`src/rtl/timer_rtc_pkg.sv`:
```
// Shared definitions for the RTC timer register senders and capture logic.
// Addresses, BCD limits and the transmit state encoding.
package timer_rtc_pkg;

    localparam logic [7:0] RTC_ADDR_SEG  = 8'h41;
    localparam logic [7:0] RTC_ADDR_MIN  = 8'h42;
    localparam logic [7:0] RTC_ADDR_HORA = 8'h43;
    localparam logic [7:0] RTC_ADDR_CMD  = 8'hF0;
    localparam logic [7:0] RTC_CMD_XFER  = 8'hF0;

    localparam logic [7:0] BCD_MAX_MS = 8'h59;
    localparam logic [7:0] BCD_MAX_H  = 8'h23;

    typedef enum logic [2:0] {
        IDLE,
        CHECK,
        REQ,
        WAIT_LOW,
        NEXT,
        DONE
    } tx_state_e;

    function automatic logic bcd_valid(
        input logic [7:0] value,
        input logic [7:0] max
    );
        return (value[7:4] <= 4'd9) &&
               (value[3:0] <= 4'd9) &&
               (value <= max);
    endfunction

endpackage

```
`src/rtl/escritura_timer_tx.sv`:
```
// Timer register sender: snapshots BCD seconds/minutes/hours and writes them
// to the RTC bus driver, followed by the transfer command.
module escritura_timer_tx
    import timer_rtc_pkg::*;
#(
    parameter logic [7:0] ADDR_SEG    = RTC_ADDR_SEG,
    parameter logic [7:0] ADDR_MIN    = RTC_ADDR_MIN,
    parameter logic [7:0] ADDR_HORA   = RTC_ADDR_HORA,
    parameter logic [7:0] ADDR_CMD    = RTC_ADDR_CMD,
    parameter logic [7:0] CMD_DATA    = RTC_CMD_XFER,
    parameter int         ACK_TIMEOUT = 255
) (
    input  logic       clk,
    input  logic       reset,
    input  logic       start,
    input  logic [7:0] seg_t,
    input  logic [7:0] min_t,
    input  logic [7:0] hora_t,
    output logic       wr_req,
    output logic [7:0] wr_addr,
    output logic [7:0] wr_data,
    input  logic       wr_ack,
    output logic       busy,
    output logic       done,
    output logic       error
);

    localparam int CW = $clog2(ACK_TIMEOUT + 1);
    localparam logic [CW-1:0] CNT_LAST = CW'(ACK_TIMEOUT - 1);

    tx_state_e     state;
    logic [1:0]    idx;
    logic [7:0]    seg_q;
    logic [7:0]    min_q;
    logic [7:0]    hora_q;
    logic [CW-1:0] cnt;
    logic [7:0]    sel_addr;
    logic [7:0]    sel_data;
    logic          snap_ok;

    assign snap_ok = bcd_valid(seg_q, BCD_MAX_MS) &&
                     bcd_valid(min_q, BCD_MAX_MS) &&
                     bcd_valid(hora_q, BCD_MAX_H);

    always_comb begin
        sel_addr = ADDR_CMD;
        sel_data = CMD_DATA;
        unique case (idx)
            2'd0: begin
                sel_addr = ADDR_SEG;
                sel_data = seg_q;
            end
            2'd1: begin
                sel_addr = ADDR_MIN;
                sel_data = min_q;
            end
            2'd2: begin
                sel_addr = ADDR_HORA;
                sel_data = hora_q;
            end
            default: begin
                sel_addr = ADDR_CMD;
                sel_data = CMD_DATA;
            end
        endcase
    end

    always_ff @(posedge clk) begin
        if (reset) begin
            state   <= IDLE;
            idx     <= 2'd0;
            seg_q   <= 8'h00;
            min_q   <= 8'h00;
            hora_q  <= 8'h00;
            cnt     <= '0;
            wr_req  <= 1'b0;
            wr_addr <= 8'h00;
            wr_data <= 8'h00;
            busy    <= 1'b0;
            done    <= 1'b0;
            error   <= 1'b0;
        end else begin
            done <= 1'b0;
            unique case (state)
                IDLE: begin
                    if (start) begin
                        seg_q  <= seg_t;
                        min_q  <= min_t;
                        hora_q <= hora_t;
                        error  <= 1'b0;
                        idx    <= 2'd0;
                        busy   <= 1'b1;
                        state  <= CHECK;
                    end
                end
                CHECK: begin
                    if (snap_ok) begin
                        wr_req  <= 1'b1;
                        wr_addr <= sel_addr;
                        wr_data <= sel_data;
                        cnt     <= '0;
                        state   <= REQ;
                    end else begin
                        error <= 1'b1;
                        busy  <= 1'b0;
                        state <= IDLE;
                    end
                end
                REQ: begin
                    if (wr_ack) begin
                        wr_req <= 1'b0;
                        cnt    <= '0;
                        state  <= WAIT_LOW;
                    end else if (cnt == CNT_LAST) begin
                        wr_req <= 1'b0;
                        error  <= 1'b1;
                        busy   <= 1'b0;
                        state  <= IDLE;
                    end else begin
                        cnt <= cnt + 1'b1;
                    end
                end
                WAIT_LOW: begin
                    if (!wr_ack) begin
                        if (idx == 2'd3) begin
                            done  <= 1'b1;
                            state <= DONE;
                        end else begin
                            idx   <= idx + 2'd1;
                            state <= NEXT;
                        end
                    end else if (cnt == CNT_LAST) begin
                        error <= 1'b1;
                        busy  <= 1'b0;
                        state <= IDLE;
                    end else begin
                        cnt <= cnt + 1'b1;
                    end
                end
                // Idle gap so the driver always sees wr_req low between writes
                NEXT: begin
                    wr_req  <= 1'b1;
                    wr_addr <= sel_addr;
                    wr_data <= sel_data;
                    cnt     <= '0;
                    state   <= REQ;
                end
                DONE: begin
                    busy  <= 1'b0;
                    state <= IDLE;
                end
                default: begin
                    state <= IDLE;
                end
            endcase
        end
    end

endmodule
```
`config.mk`:
```
export PLATFORM = sky130hd
export DESIGN_NAME = escritura_timer_tx
export DESIGN_NICKNAME = d
export VERILOG_FILES = /design/src/rtl/timer_rtc_pkg.sv /design/src/rtl/escritura_timer_tx.sv
export SDC_FILE = /design/constraint.sdc
export NUM_CORES = 1
export LEC_CHECK = 0
export CAP_MARGIN = 10
export CORE_MARGIN = 2
export CORE_UTILIZATION = 25
export DETAILED_ROUTE_END_ITERATION = 10
export GPL_TIMING_DRIVEN = 0
export PLACE_DENSITY = 0.5
export SYNTH_ARGS = -nofsm -noshare
export SYNTH_HDL_FRONTEND = slang
export SYNTH_SLANG_ARGS = --single-unit
export TNS_END_PERCENT = 20
```
`constraint.sdc`:
```
create_clock -name clk -period 3.05 [get_ports clk]
set_input_delay 0.305 -clock clk [delete_from_list [all_inputs] [get_ports clk]]
set_output_delay 0.305 -clock clk [all_outputs]
set_load 0.03 [all_outputs]
```
==> impl_metrics.py, run 1 <==
metrics = {
    "global_routing": {
        "grt_pass1_wl_microns": 11000,
        "antenna_found_initial": 0,
        "grt_use_total_pct": 12.6,
        "grt_max_degree": 17,
        "grt_overflow": 0,
        "grt_pass1_vias": 2192,
    },
    "timing": {
        "relSlewSlack_pct": 55.1,
        "drv_slew": 0,
        "finalSetupViolCount": 0,
        "rsz0062_at_grt": "no",
        "final_hold_viol_count": 0,
        "max_freq_mhz": 469,
        "min_period_over_period_pct": 69.9,
        "tns_ns": 0,
        "period_minus_slack_ns": 2.13,
        "skew_ns": 0.00788,
        "worst_pin_slew_ns": 0.672,
        "holdWs_ns": 0.234,
    },
    "clock_tree": {
        "h-tree-depth": 2,
        "clock-sinks": 53,
        "cts_buffers": 5,
        "cts_hold_buf": 0,
        "cts.path.max_buffers": 2,
        "clk_latency_ns": 0.31,
        "cts_tree": "yes",
        "post-cts-setup-buffers": 0,
        "path_clk_slew_ns": 0.10,
        "post_cts_resized": 0,
        "cts-root-buf": "clkbuf_8",
    },
    "hold_path": {
        "holdCritStartpoint": "wr_ack",
        "hold_path_class": "input pin to register",
    },
    "route": {
        "post-route-drc-count": 0,
        "routed_wl_microns": 6670,
        "via_per_inst": 4.66,
        "first_iter_violations": 103,
        "dr.pass1.iters": 4,
        "ant_nets": 0,
        "post_drt_wl_per_cell_microns": 13.7,
        "vias": 2269,
    },
    "synth": {
        "synth_edf_count": 0,
        "yosysWarnings": 0,
        "ys_seq_area_share_pct": 42.6,
        "synth.cell_area_sq_um": 2490,
        "ys.flop_type": "dfxtp_1",
        "ys_seq_elements": 53,
        "synth.distinct_cells": 49,
        "synthCells": 302,
        "synth_area_per_cell_sq_um": 8.25,
        "async_flop_share_pct": 0,
    },
    "placed_design": {
        "gp_congestion": 0.807,
        "dp_hpwl_microns": 4980,
        "io_buffers": 43,
    },
    "run_status": {
        "outcome": "complete, no violations",
    },
    "worst_setup_path": {
        "startpoint": "hora_q[6]$_SDFFE_PP0P_",
        "path_max_fanout": 10,
        "max_stage_delay_ns": 0.60,
        "end_kind": "register",
        "critPathKind": "register to register",
        "cpMaxStageDelayCell": "o31ai_4",
        "startpoint_type": "register",
        "arrival_ns": 2.32,
        "crit_required_ns": 3.24,
        "crit_chain": "nor4_1 > nand4_1 > o31ai_4 > buf_6 > mux2i_1 > nor2_1",
        "worst_r2r_startpoint": "hora_q[6]$_SDFFE_PP0P_",
    },
    "cells_and_area": {
        "areaGrowthSynthToFinish_pct": 28.9,
        "layout_common_cells": "nand2_1 (53), dfxtp_1 (53), clkdlybuf4s50_1 (43)",
        "regArea_sq_um": 1060,
        "fillCellCount": 1081,
        "layout.nets": 387,
        "multiInputGateArea_sq_um": 1280,
        "drive_above_1_share_pct": 8.47,
        "num_antenna_cells": 0,
    },
    "die": {
        "fp.dieArea_sq_um": 10800,
        "num_rows": 36,
        "die_x_microns": 104,
        "core_area_sq_um": 9730,
        "die_h_microns": 104,
        "start_util_pct": 25.6,
        "ios": 48,
    },
    "power_and_ir_drop": {
        "power_density_nw_per_um2": 515,
        "p_leak_nw": 1.14,
        "ir_worst_vdd_uv": 201,
    },
    "run": {
        "cap_violations": 0,
    },
}
cells by family after synthesis:
kind of cell             after synthesis  share of synthesized area, %
AO/OA/AOI/OAI                         86                          23.4
adder cells (fa/ha/maj)                6                          3.01
buffers and inverters                 32                          5.98
flip-flops                            53                          42.6
multiplexers                           8                          3.26
other                                  1                         0.151
AND/OR/NAND/NOR                      116                          21.6
where the power goes:
part           switching [mW]  internal (mW)  total (mW)  leakage (nW)
Clock                   0.238          0.267       0.505        0.0574
Sequential             0.0382          0.741       0.779         0.432
Combinational           0.216          0.155       0.371         0.649
Total                   0.492           1.16        1.65          1.14
worst max-delay path, delay by kind of cell (launching register included):
kind            cells  cell delay (ns)
mux                 1             0.19
compound gates      1             0.60
buf+inv             1             0.23
simple gates        3             0.63
flops               1             0.36
worst paths after layout:
| check | cells after the start | slack, ns | end |
|---|---|---|---|
| worst max register to register | 6 | 0.92 | wr_data[1]$_SDFFE_PP0P_ |
| worst min register to register | 2 | 0.46 | seg_q[4]$_SDFFE_PP0P_ |
| worst max-delay path | 6 | 0.92 | wr_data[1]$_SDFFE_PP0P_ |
| worst min-delay path | 2 | 0.23 | state[2]$_SDFFE_PP0N_ |
cells in the mapped netlist, types with 2 or more instances:
cell type  number  area, sq um
a211oi_1        6         45.0
a21oi_1        33          165
a222oi_1        4         40.0
a22oi_1         6         45.0
a311oi_1        4         35.0
a31o_2          4         35.0
a31oi_1         6         37.5
a32oi_1         2         17.5
and3_1          3         18.8
buf_2           2         10.0
buf_4           5         37.5
clkbuf_1       15         56.3
dfxtp_1        53         1060
ha_1            6         75.1
inv_1           8         30.0
mux2i_1         7         70.1
nand2_1        53          199
nand3_1         4         20.0
nand3b_1        2         15.0
nand4_1         3         18.8
nor2_1         31          116
nor2b_1         3         18.8
nor3_1          6         30.0
nor4_1          2         12.5
o21ai_0         7         35.0
o21bai_1        2         15.0
o22a_1          2         17.5
or2_2           2         12.5
area by class of cell:
type | instances | area share [%]
Clock buffer | 6 | 2.57
Sequential cell | 53 | 33.0
Buffer | 23 | 3.58
Tap cell | 133 | 5.18
Timing Repair Buffer | 43 | 13.4
Clock inverter | 2 | 1.17
Inverter | 9 | 1.05
Multi-Input combinational cell | 218 | 40.0
stage by stage:
| stage | instances | cell area, sq um | total power, mW | setup WS [ns] | util [%] |
|---|---|---|---|---|---|
| 2_1_floorplan | 303 | 2490 | 1.03 | 1.26 | - |
| 3_3_place_gp | 479 | 3090 | 1.17 | 0.849 | 31.8 |
| 3_5_place_dp | 479 | 3090 | 1.17 | 0.816 | 31.8 |
| 4_1_cts | 487 | 3210 | 1.68 | 0.884 | 33.0 |
| 5_1_grt | 487 | 3210 | 1.75 | 0.706 | 33.0 |
| 6_report | 487 | 3210 | 1.65 | 0.919 | 33.0 |
routing by layer:
metal  track usage (%)  up-vias  wire length [microns]
met5                 0        -                      0
met4              4.34        0                    143
met3              2.45       13                    209
met2              21.2       46                   3180
met1              16.0     1037                   3140
li1                  -     1173                      -
state kept, by name, indices dropped and copies added, names as in the netlist, 2 cells and up:
register,cells
cnt,8
hora_q,8
min_q,8
seg_q,8
wr_data,8
wr_addr,4
state,3
idx,2
Note: power is estimated with default switching activity, not from simulation.
==> run 2, diff against run 1 <==
Clock period 3.05 ns to 2.2 ns, I/O delays scaled along.
==> run 2 against run 1 <==
Against the previous run:
- clock skew is essentially flat
- via count grew 1.3%
- sequential cell count is the same
- hold slack lost 0.087 ns
- utilization grew 0.35 points
- register-to-register slack lost 0.72 ns
- sequential power grew 39%
- critical path depth shrank 1
- worst setup slack lost 0.72 ns
- fmax grew 6.6%
- critical endpoint is now cnt[1]$_SDFFE_PP0P_
==> impl_metrics.py, run 2 (same netlist as run 1, synthesis figures left out) <==
metrics = {
    "global_routing": {
        "grt_use_total_pct": 12.6,
        "grt_pass1_wl_microns": 11000,
        "antenna_found_initial": 0,
        "grt_pass1_vias": 2192,
        "grt_overflow": 0,
        "grt_max_degree": 17,
    },
    "timing": {
        "finalSetupViolCount": 0,
        "max_freq_mhz": 500,
        "worst_pin_slew_ns": 0.631,
        "rsz0062_at_grt": "yes",
        "relSlewSlack_pct": 57.9,
        "min_period_over_period_pct": 90.9,
        "skew_ns": 0.00743,
        "setup_ws_ns": 0.201,
        "final_hold_viol_count": 0,
        "tns_ns": 0,
        "drv_slew": 0,
        "period_minus_slack_ns": 2.00,
    },
    "worst_setup_path": {
        "critPathKind": "register to register",
        "crit_chain": "nor4_1 > nand4_1 > o21ba_2 > or4_1 > a21oi_1",
        "cpMaxStageDelayCell": "or4_1",
        "max_stage_delay_ns": 0.47,
        "r2r_setup_slack_ns": 0.20,
        "crit_required_ns": 2.44,
        "path_depth": 5,
        "r2r_end": "cnt[1]$_SDFFE_PP0P_",
        "path_max_fanout": 5,
        "worst-path-buf-inv": 0,
        "worst_r2r_startpoint": "hora_q[6]$_SDFFE_PP0P_",
        "crit_family": "simple AND/OR/NAND/NOR gates",
        "startpoint_type": "register",
        "end_kind": "register",
        "r2r_cells": 5,
        "arrival_ns": 2.24,
    },
    "placed_design": {
        "dpl_cell_area_sq_um": 3090,
        "dp_hpwl_microns": 4980,
        "gp_congestion": 0.807,
        "io_buffers": 43,
        "place_ws_ns": 0.0512,
    },
    "route": {
        "vias": 2298,
        "via_per_inst": 4.68,
        "post-route-drc-count": 0,
        "routed_wl_microns": 6700,
        "post_drt_wl_per_cell_microns": 13.6,
        "dr.pass1.iters": 4,
        "ant_nets": 0,
        "first_iter_violations": 95,
    },
    "die": {
        "core_area_sq_um": 9730,
        "ios": 48,
        "start_util_pct": 25.6,
        "die_h_microns": 104,
        "num_rows": 36,
        "die_x_microns": 104,
        "fp.dieArea_sq_um": 10800,
    },
    "power_and_ir_drop": {
        "power.share.sequential_pct": 46.7,
        "power_density_nw_per_um2": 713,
        "p_int_mw": 1.63,
        "p_sw_uw": 688,
        "p_leak_nw": 1.16,
        "swShare_pct": 29.7,
        "clkPwrFrac_pct": 30.4,
        "ir_worst_vdd_uv": 279,
        "p_comb_share_pct": 22.9,
        "finalPower_mw": 2.31,
    },
    "clock_tree": {
        "cts-root-buf": "clkbuf_8",
        "cts_tree": "yes",
        "cts.path.max_buffers": 2,
        "clk_latency_ns": 0.31,
        "path_clk_slew_ns": 0.10,
        "cts_buffers": 5,
        "h-tree-depth": 2,
        "clock-sinks": 53,
    },
    "cells_and_area": {
        "num_antenna_cells": 0,
        "final_area_sq_um": 3250,
        "layout.nets": 391,
        "drive_above_1_share_pct": 9.78,
        "layout_common_cells": "nand2_1 (53), dfxtp_1 (53), clkdlybuf4s50_1 (43)",
        "areaGrowthSynthToFinish_pct": 30.3,
    },
    "hold_path": {
        "holdCritStartpoint": "wr_ack",
        "hold_path_class": "input pin to register",
        "whs_path_depth": 2,
        "min_to": "state[2]$_SDFFE_PP0N_",
    },
    "run_status": {
        "outcome": "complete, no violations",
    },
    "run": {
        "cap_violations": 0,
    },
}
==> run 2: changes by cell type in the layout (fill, tap and decap cells not counted) <==
cell | previous run | this run
o21bai_1 | 2 | 1
o21bai_2 | 0 | 1
buf_4 | 5 | 9
==> run 2: power groups by stage <==
stage,Sequential (mW),Clock (mW),Combinational (mW)
2_1_floorplan,1.14,0,0.293
3_3_place_gp,1.10,0,0.514
3_5_place_dp,1.10,0,0.518
4_1_cts,1.08,0.731,0.520
5_1_grt,1.09,0.768,0.584
6_report,1.08,0.703,0.531
==> run 2: through the flow <==
stage / cells / util (%) / hold WS [ns]
finish: 491 / 33.4 / 0.147
global route: 491 / 33.4 / 0.147
CTS: 487 / 33.0 / 0.134
detailed placement: 479 / 31.8 / 0.451
global placement: 479 / 31.8 / 0.449
floorplan: 303 / - / 0.356
==> run 2: final cells by class <==
cell class	count	area (sq um)
fill	1079	6480
multi-input combinational	218	1290
sequential	53	1060
timing repair buffer	47	460
tap	133	166
buffer	23	115
clock buffer	6	82.6
clock inverter	2	37.5
inverter	9	33.8
==> run 2: worst max-delay path by stage <==
stage,from,end,slack (ns)
floorplan,state[0]$_SDFFE_PP0N_,wr_data[1]$_SDFFE_PP0P_,0.41
global placement,hora_q[6]$_SDFFE_PP0P_,wr_data[1]$_SDFFE_PP0P_,0.04
detailed placement,start,min_q[5]$_SDFFE_PP0P_,0.05
CTS,hora_q[6]$_SDFFE_PP0P_,wr_data[1]$_SDFFE_PP0P_,0.03
global route,state[0]$_SDFFE_PP0N_,seg_q[4]$_SDFFE_PP0P_,-0.004
finish,hora_q[6]$_SDFFE_PP0P_,cnt[1]$_SDFFE_PP0P_,0.20
==> run 2: timing repair <==
item                                   in CTS  in global routing
endpoints found under the hold margin       0                  0
resized for setup                           0                  1
buffers inserted                            0                  4
hold buffers                                0                  0
setup endpoints to repair                   0                 14
==> run 2: per-layer routing <==
metal  vias to the layer above  part of all wire (%)  track usage (%)
met5                         -                     0                0
met1                      1052                    47             16.0
met4                         0                   2.5             4.34
met3                        15                   3.1             2.45
met2                        47                    47             21.2
li1                       1184                     -                -
==> run 3, diff against run 2 <==
Settings changed: REMOVE_ABC_BUFFERS from default to 1.
==> run 3 against run 2 <==
Against the previous run:
- utilization down 0.93 points
- critical path depth up 1
- design area fell by 2.8%
- register-to-register slack worse by 0.05 ns
- count of clock-buffer cells in the layout fell by 1
- clock skew fell by 0.0010 ns
- critical endpoint unchanged
- sequential power about the same
- clock power fell by 23%
- wire length fell by 4.0%
- first-iteration DRC count is the same
==> impl_metrics.py, run 3 (same netlist as run 1, synthesis figures left out) <==
metrics = {
    "global_routing": {
        "grt_overflow": 0,
        "grt_pass1_wl_microns": 10700,
        "antenna_found_initial": 0,
        "grt_max_degree": 39,
        "grt_use_total_pct": 12.1,
        "grt_pass1_vias": 2115,
    },
    "clock_tree": {
        "clk_latency_ns": 0.31,
        "clock-sinks": 53,
        "path_clk_slew_ns": 0.09,
        "cts-root-buf": "clkbuf_8",
        "cts_hold_buf": 0,
        "cts.path.max_buffers": 2,
        "cts_buffers": 5,
        "h-tree-depth": 2,
        "cts_tree": "yes",
    },
    "route": {
        "routed_wl_microns": 6430,
        "dr.pass1.iters": 5,
        "via_per_inst": 4.80,
        "vias": 2252,
        "post-route-drc-count": 0,
        "first_iter_violations": 95,
        "post_drt_wl_per_cell_microns": 13.7,
        "ant_nets": 0,
    },
    "cells_and_area": {
        "layout.nets": 370,
        "areaGrowthSynthToFinish_pct": 26.7,
        "drive_above_1_share_pct": 8.63,
        "num_antenna_cells": 0,
        "final_common_cell": "nand2_1",
        "fin_util_pct": 32.4,
        "layout_common_cells": "nand2_1 (53), dfxtp_1 (52), clkdlybuf4s50_1 (44)",
    },
    "worst_setup_path": {
        "critPathKind": "input pin to register",
        "crit_required_ns": 2.44,
        "arrival_ns": 2.35,
        "end_kind": "register",
        "path_max_fanout": 9,
        "startpoint_type": "input pin",
        "max_stage_delay_ns": 0.64,
        "cpMaxStageDelayCell": "clkdlybuf4s50_1",
        "crit_chain": "clkdlybuf4s50_1 > and3b_1 > nor3b_4 > inv_1 > or4_1 > a21oi_1",
    },
    "timing": {
        "max_freq_mhz": 475,
        "worst_pin_slew_ns": 1.01,
        "finalSetupViolCount": 0,
        "relSlewSlack_pct": 32.8,
        "setup_ws_ns": 0.0944,
        "rsz0062_at_grt": "yes",
        "period_minus_slack_ns": 2.11,
        "skew_ns": 0.00642,
        "holdWs_ns": 0.281,
        "final_hold_viol_count": 0,
        "drv_slew": 0,
        "min_period_over_period_pct": 95.7,
    },
    "die": {
        "num_rows": 36,
        "fp.dieArea_sq_um": 10800,
        "die_h_microns": 104,
        "die_x_microns": 104,
        "core_area_sq_um": 9730,
        "ios": 48,
        "start_util_pct": 25.6,
    },
    "power_and_ir_drop": {
        "ir_worst_vdd_uv": 284,
        "p_leak_nw": 1.10,
        "power_density_nw_per_um2": 680,
    },
    "placed_design": {
        "dp_hpwl_microns": 4520,
        "io_buffers": 45,
        "place_ws_ns": -0.229,
        "gp_congestion": 0.802,
    },
    "run": {
        "cap_violations": 0,
    },
    "run_status": {
        "outcome": "complete, no violations",
    },
    "hold_path": {
        "hold_path_class": "input pin to register",
    },
}
[run 3: cell count changes in the layout (fill, tap and decap cells not counted), sizes merged]
cell and delta:
clkbuf -16, clkdlybuf4s50 +1, clkinv +1, buf -7, bufinv -1
[run 3: stage by stage]
step,setup TNS (ns),area (sq um),cells,total power [mW]
6_report,0,3160,469,2.15
5_1_grt,-0.0243,3160,469,2.27
4_1_cts,0,3150,469,2.18
3_5_place_dp,-3.55,3040,460,1.61
3_3_place_gp,-21.91,3000,458,1.59
2_1_floorplan,0,2380,280,1.40
[run 3: repair_timing]
item / 4_1_cts / 5_1_grt
resized for setup: 0 / 3
buffers inserted: 2 / 0
cloned: 0 / 0
endpoints found under the setup margin: 13 / 7
pin swaps: 1 / 0
[run 3: layout make-up]
cell class,count,area [sq um]
clock buffer,5,68.8
clock inverter,2,16.3
fill,1067,6570
inverter,9,33.8
multi-input combinational,218,1300
sequential,53,1060
tap,133,166
timing repair buffer,49,508
[run 3: worst max-delay path, delay by kind of cell]
| family | cells | cell delay, ns |
|---|---|---|
| AND/OR/NAND/NOR | 3 | 1.20 |
| buffers and inverters | 2 | 0.78 |
| AO/OA/AOI/OAI | 1 | 0.14 |
[run 3: power breakdown]
part	total, mW	internal (mW)	switching (mW)
clock	0.542	0.220	0.322
sequential	1.09	1.03	0.0612
combinational	0.516	0.227	0.289
total	2.15	1.47	0.671
[run 3: per-layer routing]
layer	vias up	global-route usage (%)	share of wire [%]
li1	1131	-	-
met1	1055	17.2	49
met3	5	2.77	5.8
met4	0	3.19	1.0
met5	-	0	0
met2	61	18.4	44
[run 3: final timing paths]
kind	startpoint	endpoint	slack [ns]	depth (start not counted)
worst max-delay path	wr_ack	cnt[1]$_SDFFE_PP0P_	0.09	6
worst min-delay path	reset	idx[1]$_SDFFE_PP0P_	0.28	2
worst max register to register	state[2]$_SDFFE_PP0N_	cnt[1]$_SDFFE_PP0P_	0.15	5
worst min register to register	min_q[0]$_SDFFE_PP0P_	min_q[0]$_SDFFE_PP0P_	0.47	2
